## config.mk

```make
export PLATFORM = sky130hd
export DESIGN_NAME = mode_decoder
export DESIGN_NICKNAME = d
export VERILOG_FILES = /design/src/rtl/mode_decoder.sv
export SDC_FILE = /design/constraint.sdc
export NUM_CORES = 1
export LEC_CHECK = 0
export BUFFER_PORTS_ARGS = -buffer_cell sky130_fd_sc_hd__buf_2
export CAP_MARGIN = 5
export CORE_MARGIN = 5
export CORE_UTILIZATION = 62
export CTS_BUF_LIST = sky130_fd_sc_hd__clkbuf_8
export DETAILED_ROUTE_END_ITERATION = 8
export PLACE_DENSITY = 0.89
export RECOVER_POWER = 50
export SYNTH_ARGS = -nofsm -noshare
export SYNTH_HDL_FRONTEND = slang
export SYNTH_SLANG_ARGS = --single-unit
```

## constraint.sdc

```tcl
create_clock -name SCLK -period 4.63 [get_ports SCLK]
set_clock_uncertainty 0.1 [all_clocks]
set_input_delay 0.926 -clock SCLK [delete_from_list [all_inputs] [get_ports SCLK]]
set_output_delay 0.926 -clock SCLK [all_outputs]
set_load 0.005 [all_outputs]
```

## src/rtl/mode_decoder.sv

```systemverilog
// mode_decoder: measures the mode_clock period in SCLK cycles and locks SW onto DIV1..DIV3 after two matching periods.
// Optional LD period output is built only when MODE_DECODER_LD_EN is defined.
module mode_decoder #(
  parameter int DIV1    = 1000,
  parameter int DIV2    = 500,
  parameter int DIV3    = 200,
  parameter int TOL     = 4,
  parameter int TIMEOUT = 4000
) (
  input  logic        SCLK,
  input  logic        RST_N,
  input  logic        mode_clock,
  output logic [1:0]  SW,
  output logic        valid,
  output logic        mode_change,
  output logic [15:0] LD
);

  typedef enum logic [1:0] {IDLE, ARMED, TRACK, LOCK} state_t;

  localparam logic [15:0] TO_LAST = 16'(TIMEOUT - 1);

  state_t      state_q, state_d;
  logic [2:0]  sync_q;
  logic        strobe;
  logic        timeout_hit;
  logic [15:0] cnt_q, cnt_d;
  logic [1:0]  cand_q, cand_d;
  logic [1:0]  sw_q, sw_d;
  logic        valid_q, valid_d;
  logic        mc_q;
  logic [1:0]  cls;

  function automatic logic in_tol(input logic [15:0] p, input int div);
    int diff;
    diff = $signed({16'd0, p}) - div;
    return (diff >= -TOL) && (diff <= TOL);
  endfunction

  // Lowest class index wins when tolerance windows overlap.
  function automatic logic [1:0] classify(input logic [15:0] p);
    if (in_tol(p, DIV1))      return 2'd1;
    else if (in_tol(p, DIV2)) return 2'd2;
    else if (in_tol(p, DIV3)) return 2'd3;
    else                      return 2'd0;
  endfunction

  function automatic logic [15:0] sat_inc(input logic [15:0] v);
    return (v == 16'hFFFF) ? v : v + 16'd1;
  endfunction

  // Synchronizer stage: edge is seen on the third flop against the second.
  always_ff @(posedge SCLK) begin
    if (!RST_N) sync_q <= 3'b000;
    else        sync_q <= {sync_q[1:0], mode_clock};
  end

  assign strobe      = sync_q[1] & ~sync_q[2];
  assign timeout_hit = (state_q != IDLE) && (cnt_q == TO_LAST);
  assign cls         = classify(cnt_q);

  always_comb begin
    cnt_d = cnt_q;
    if (strobe)                cnt_d = 16'd1;
    else if (state_q != IDLE)  cnt_d = sat_inc(cnt_q);
  end

  always_comb begin
    state_d = state_q;
    cand_d  = cand_q;
    sw_d    = sw_q;
    valid_d = valid_q;
    if (strobe) begin
      case (state_q)
        IDLE:  state_d = ARMED;
        ARMED: begin
          if (cls != 2'd0) begin
            state_d = TRACK;
            cand_d  = cls;
          end
        end
        TRACK: begin
          if (cls == 2'd0) begin
            state_d = ARMED;
          end else if (cls == cand_q) begin
            state_d = LOCK;
            sw_d    = cls;
            valid_d = 1'b1;
          end else begin
            cand_d  = cls;
          end
        end
        LOCK: begin
          if (cls != sw_q) begin
            sw_d    = 2'd0;
            valid_d = 1'b0;
            if (cls == 2'd0) begin
              state_d = ARMED;
            end else begin
              state_d = TRACK;
              cand_d  = cls;
            end
          end
        end
        default: state_d = IDLE;
      endcase
    end else if (timeout_hit) begin
      state_d = IDLE;
      sw_d    = 2'd0;
      valid_d = 1'b0;
    end
  end

  // Control/state register stage.
  always_ff @(posedge SCLK) begin
    if (!RST_N) begin
      state_q <= IDLE;
      cnt_q   <= 16'd0;
      cand_q  <= 2'd0;
      sw_q    <= 2'd0;
      valid_q <= 1'b0;
      mc_q    <= 1'b0;
    end else begin
      state_q <= state_d;
      cnt_q   <= cnt_d;
      cand_q  <= cand_d;
      sw_q    <= sw_d;
      valid_q <= valid_d;
      mc_q    <= (sw_d != sw_q);
    end
  end

  assign SW          = sw_q;
  assign valid       = valid_q;
  assign mode_change = mc_q;

`ifdef MODE_DECODER_LD_EN
  logic [15:0] ld_q;

  always_ff @(posedge SCLK) begin
    if (!RST_N)                        ld_q <= 16'd0;
    else if (strobe && state_q != IDLE) ld_q <= cnt_q;
  end

  assign LD = ld_q;
`else
  assign LD = 16'h0000;
`endif

endmodule
```

-- Word-level counts from Yosys, hierarchy flattened
Cells that the tools add are included.
- bits in writable memories: 0
- bits in latches: 0
- flip-flop bits (word level): 27
- input bits: 3
- ROM bits: 0
- output and inout port bits: 20
- memories kept: 0
- logic and storage cells: 91
- multiply operators: 0
- multiplexer cells: 32
- bitwise operators: 4
- divide/modulo/power cells: 0
- add/subtract/negate cells: 4
- reductions and logical operators: 17
- shift operators: 0
- equal/unequal tests: 20
- magnitude comparators: 6
- operators by type and width (operator ; number):
    greater-or-equal comparator 17 x 3 -> 1 bit (second input constant) ; 3
    less-or-equal comparator 17 x 4 -> 1 bit (second input constant) ; 3
    2-to-1 mux 2 bit ; 20
    subtractor 16 x 10 -> 17 bit (second input constant) ; 1
    subtractor 16 x 8 -> 17 bit (second input constant) ; 1
    subtractor 16 x 9 -> 17 bit (second input constant) ; 1
    adder 16 x 1 -> 16 bit (second input constant) ; 1
    == test 16 x 12 -> 1 bit (second input constant) ; 1
    == test 16 bit (second input constant) ; 1
    inequality test 2 bit (second input constant) ; 6
    inequality test 3 bit (second input constant) ; 4
    2-to-1 mux 1 bit ; 8
    case mux 2 bit (4 select lines) ; 1
    nonzero test 2 bit ; 4
    AND reduction 7 bit ; 1
    case mux 2 bit (3 select lines) ; 1
    AND reduction 5 bit ; 1
    == test 2 bit (second input constant) ; 2
    logical AND 1 bit ; 4
    zero test 2 bit ; 2
    inequality test 2 bit ; 2
    inequality test 4 bit (second input constant) ; 1
    case mux 2 bit (2 select lines) ; 1
    AND reduction 2 bit ; 2
    other kinds (9) ; 11

-- Longest topological paths before layout
- depth in word-level cells: 12
- mapped depth: 14
- depth with buffers taken out: 12

-- Worst setup path after synthesis
No wires, ideal clock.
- path type: reg2reg
- from: register cnt_q[4]
- to: register mc_q, in the netlist mode_change
- path slack: 0.971 ns
- clock period less this slack: 3.659 ns
- required time: 4.403 ns
- buffers on the path: 2
- cell stages (with the launch flop): 15
- library setup time: 0.127 ns
- data arrival time: 3.432 ns
- cell sequence: dfxtp_1 > buf_4 > inv_1 > ha_1 > clkbuf_1 > and3b_1 > or3_1 > a222oi_1 > o2111a_2 > a311oi_4 > xnor2_1 > nand3b_4 > or4_1 > and4_1 > or3_1
- longest elaborated chain between the ends: 12
- elaborated cells between the ends (all ways): 27
- classes of those cells: 3 x add/sub; 6 x order compare; 4 x eq/ne; 9 x mux; 5 x reduce/logical
- RTL lines (element ; line ; source):
    start: declaration ; 27 ; logic [15:0] cnt_q, cnt_d;
    start signal: assignment ; 125 ; cnt_q <= cnt_d;
    subtractor 16 x 8 -> 17 bit ; 36 ; diff = $signed({16'd0, p}) - div;
    greater-or-equal comparator 17 x 3 -> 1 bit or less-or-equal comparator 17 x 4 -> 1 bit (tied branches) ; 37 ; return (diff >= -TOL) && (diff <= TOL);
    logical AND 1 bit ; 37 ;
    2-to-1 mux 2 bit ; 44 ; else if (in_tol(p, DIV3)) return 2'd3;
    2-to-1 mux 2 bit ; 43 ; else if (in_tol(p, DIV2)) return 2'd2;
    2-to-1 mux 2 bit ; 42 ; if (in_tol(p, DIV1)) return 2'd1;
    == test 2 bit ; 85 ; end else if (cls == cand_q) begin
    2-to-1 mux 2 bit ; 85 ;
    2-to-1 mux 2 bit ; 83 ; if (cls == 2'd0) begin
    case mux 2 bit (2 select lines) ; 74 ; case (state_q)
    2-to-1 mux 2 bit (*) ; 73 ; if (strobe) begin
    inequality test 2 bit (*) ; 129 ; mc_q <= (sw_d != sw_q);
    end signal: assignment ; 129 ;
    end: declaration ; 31 ; logic mc_q;
Mark *: on every way between the ends. The rest lies on a longest branch, timed or not.
A chain may end at the register's enable or synchronous reset.

-- Worst setup path after layout
- from: register cnt_q[4]
- to: register cand_q[1]
- longest elaborated chain between the ends: 9
- elaborated cells between the ends (all ways): 31
- classes of those cells: 3 x add/sub; 6 x order compare; 7 x eq/ne; 9 x mux; 6 x reduce/logical
- RTL lines (element ; line ; source):
    subtractor 16 x 8 -> 17 bit ; 36 ;
    greater-or-equal comparator 17 x 3 -> 1 bit or less-or-equal comparator 17 x 4 -> 1 bit (tied branches) ; 37 ;
    logical AND 1 bit ; 37 ;
    2-to-1 mux 2 bit ; 44 ;
    2-to-1 mux 2 bit ; 43 ;
    2-to-1 mux 2 bit (*) ; 42 ;
    inequality test 2 bit, or another cell as far along ; 94 ; if (cls != sw_q) begin
    inequality test 2 bit (no line), or another cell as far along ; - ;
    AND reduction 7 bit (no line) or case mux 2 bit (3 select lines) (tied branches) ; - ;
    end signal: assignment ; 126 ; cand_q <= cand_d;
    end: declaration ; 28 ; logic [1:0] cand_q, cand_d;
Mark *: on every way between the ends. The rest lies on a longest branch, timed or not. The select of a mux whose other input is x is not followed.

==> metrics.csv <==
stage,metric,value,unit
cts,post_cts.repair.setup_buffers,0,
sta,setup_ws,563,ps
floorplan,ioPinCount,23,
cts,holdBufCountCts,0,
cts,htreeDepth,1,
routing,first_iter_violations,316,
finish,drive_above_1_share,7.06,%
critical_path,reg2reg_setup_slack,560,ps
sta,min_period_over_period,87.8,%
floorplan,rows,23,
cts,clockBufferDepth,2,
global_routing,overflow,0,
synthesis,ys.warnings.count,0,
critical_path,critPathRequiredTime,4710,ps
cts,clock_sinks,27,
floorplan,core-area,4030,um2
cts,ctsResizeCount,0,
outcome,status,finished clean,
routing,wl,6150,um
routing,wl_per_cell,16.4,um
cts,cts_tree,built,
routing,vias_per_cell,6.54,
critical_path,r2r.worst_path.cells,12,
synthesis,synth_cells,337,
critical_path,startpoint,cnt_q[4],
power_and_ir_drop,total_leakage_power,0.933,nW
global_routing,track_usage,23.3,%
synthesis,ys_seq_area_share,20.8,%
place,dpl.hpwl,4670,um
finish,final_common_cell,nor2_1,
worst_hold_path,hold_path.class,flop to flop,
floorplan,die_y,74.8,um
power_and_ir_drop,irDropWorstVdd,166,uV
sta,fmax,246,MHz
routing,vias,2459,
sta,rsz0062_at_grt,false,
floorplan,die_w,74.8,um
global_routing,grt_pass1_vias,2185,
synthesis,synth.distinct_cells,68,
critical_path,cp-end-kind,flop,
synthesis,async_flop_share,0,%
routing,drc,0,
critical_path,timing.rr.end,cand_q[1],
critical_path,reg2reg_from,cnt_q[4],
floorplan,start_util,64.6,%
sta,worstMarginPinSlew,741,ps
power_and_ir_drop,powerDensity,153,nW/um2
cts,clk-insertion-delay-late,280,ps
sta,setup_violations,0,
critical_path,path_class,flop to flop,
critical_path,worstPathArrival,4150,ps
sta,maxSlewViolCount,0,
global_routing,grt_pass1_wl,10400,um
synthesis,ys_seq_elements,27,
cts,cts_root_buf,clkbuf_8,
cts,path_clk_slew,90,ps
run,drv_cap,0,
critical_path,crit_path_end,cand_q[1],
synthesis,synth_edf_count,0,
sta,tns,0,ps
finish,syn_to_final_growth,-1.68,%
place,dpl_cell_area,2520,um2
sta,hold_viol_final,0,
finish,fin_nets,340,
sta,relSlewSlack,49.3,%
place,place_congestion,0.892,
global_routing,antenna_found_initial,0,
synthesis,syn_area_per_cell,7.72,um2
routing,final_antenna_net_count,0,
place,dpl_worst_slack,594,ps
cts,cts-buffers-inserted,3,
finish,fill_cells,357,
critical_path,critPathLaunchType,flop,
sta,min_period,4070,ps
finish,fin_area,2560,um2
place,io_buffers,6,
floorplan,die-area,5590,um2
finish,final_cell_mix,"33 x nor2_1, 27 x dfxtp_1, 24 x nand2_1, 18 x xnor2_1, 16 x conb_1",
critical_path,cp_max_fo,15,
global_routing,grt_start_max_net_pins,23,
finish,n_antenna_cell,0,
synthesis,netlist_area,2600,um2
routing,dr.pass1.iters,5,
synthesis,synthFlopType,dfxtp_1,
registers in the layout, indices dropped and copies added (netlist names):
signal and cells:
SW 2, sync_q 3, state_q 2, mode_change 1, cnt_q 16, cand_q 2
valid 1
how the worst min path moves through the flow:
| stage | from | to | slack [ps] | cells after the start |
|---|---|---|---|---|
| final | sync_q[0] | sync_q[1] | 360 | 1 |
| after global routing | sync_q[0] | sync_q[1] | 390 | 1 |
| after CTS | sync_q[0] | sync_q[1] | 360 | 1 |
| after detailed placement | sync_q[0] | sync_q[1] | 330 | 1 |
| after global placement | sync_q[0] | sync_q[1] | 330 | 1 |
| after floorplan | sync_q[0] | sync_q[1] | 310 | 1 |
Yosys cell counts, drive strengths merged, types with 3 or more instances:
cell      n  area share [%]
nor4     10             2.6
nand3b    3             1.3
nand3    11             2.1
o21ai    15             2.9
mux2i     3             1.2
ha       10             4.8
or3       8             1.9
nor2b     5             1.2
or4       6             1.9
xor2      8             2.7
o311ai    3             2.0
or2       4            0.96
o211ai    4             1.2
nor3      7             1.3
buf      31             8.2
nand2    24             3.5
o31ai     4             1.3
a21boi    7             2.0
dfxtp    27              21
a21oi    11             2.1
inv      15             2.2
nor2     33             4.8
and3      4            0.96
xnor2    18             6.1
and2      7             1.7
a31o      4             1.3
clkbuf    6            0.87
o2111ai   5             1.7
nand4    10             2.6
per-stage QoR:
stage	power, mW	util [%]	instances	hold WS (ps)
floorplan	0.267	-	352	312
global placement	0.262	62.6	372	329
detailed placement	0.262	62.6	372	332
CTS	0.392	63.8	376	358
global route	0.407	63.5	376	388
finish	0.390	63.5	376	359
report_power, final:
group | leakage (nW) | total [mW] | switching (mW) | internal, mW
registers | 0.218 | 0.238 | 0.00393 | 0.235
clock network | 0.0255 | 0.133 | 0.0724 | 0.0604
logic | 0.689 | 0.0191 | 0.0141 | 0.00503
total | 0.933 | 0.390 | 0.0904 | 0.300
layer usage:
| metal | vias up | GRT usage (%) | part of all wire (%) |
|---|---|---|---|
| met5 | - | 0 | 0 |
| met4 | 0 | 8.10 | 2.4 |
| met3 | 15 | 2.40 | 8.1 |
| met2 | 121 | 36.8 | 47 |
| met1 | 1149 | 33.2 | 43 |
| li1 | 1174 | - | - |
layout make-up:
class	count	area [um2]	area share, %
clock inverters	1	5.00	0.196
multi-input cells	273	1820	71.1
clock buffers	3	41.3	1.61
repair buffers	7	32.5	1.27
well taps	50	62.6	2.44
inverters	15	56.3	2.20
flip-flops and latches	27	541	21.1
cell families (layout without fill, tap and decap cells):
group / count (synthesis) / in the layout / share of synthesized area [%]
buffers and inverters: 52 / 26 / 11.2
and+or+nand+nor: 140 / 140 / 29.4
other: 1 / 16 / 0.144
muxes: 3 / 3 / 1.15
adders and majority gates: 10 / 10 / 4.81
xor gates and xnor gates: 26 / 26 / 8.75
DFF: 27 / 27 / 20.8
AOI/OAI and AO/OA: 78 / 78 / 23.8
critical path: stages, from the launching register on:
cell     delay [ps]
dfxtp_1         610
inv_1           180
ha_1            340
nor2b_1         220
o21ai_0         370
mux2i_1         230
nand3_1         150
a31o_2          280
nor2_1          470
xnor2_1         270
o21ai_0         190
a211o_1         330
a31o_2          240
Note: power is estimated with default switching activity, not from simulation.
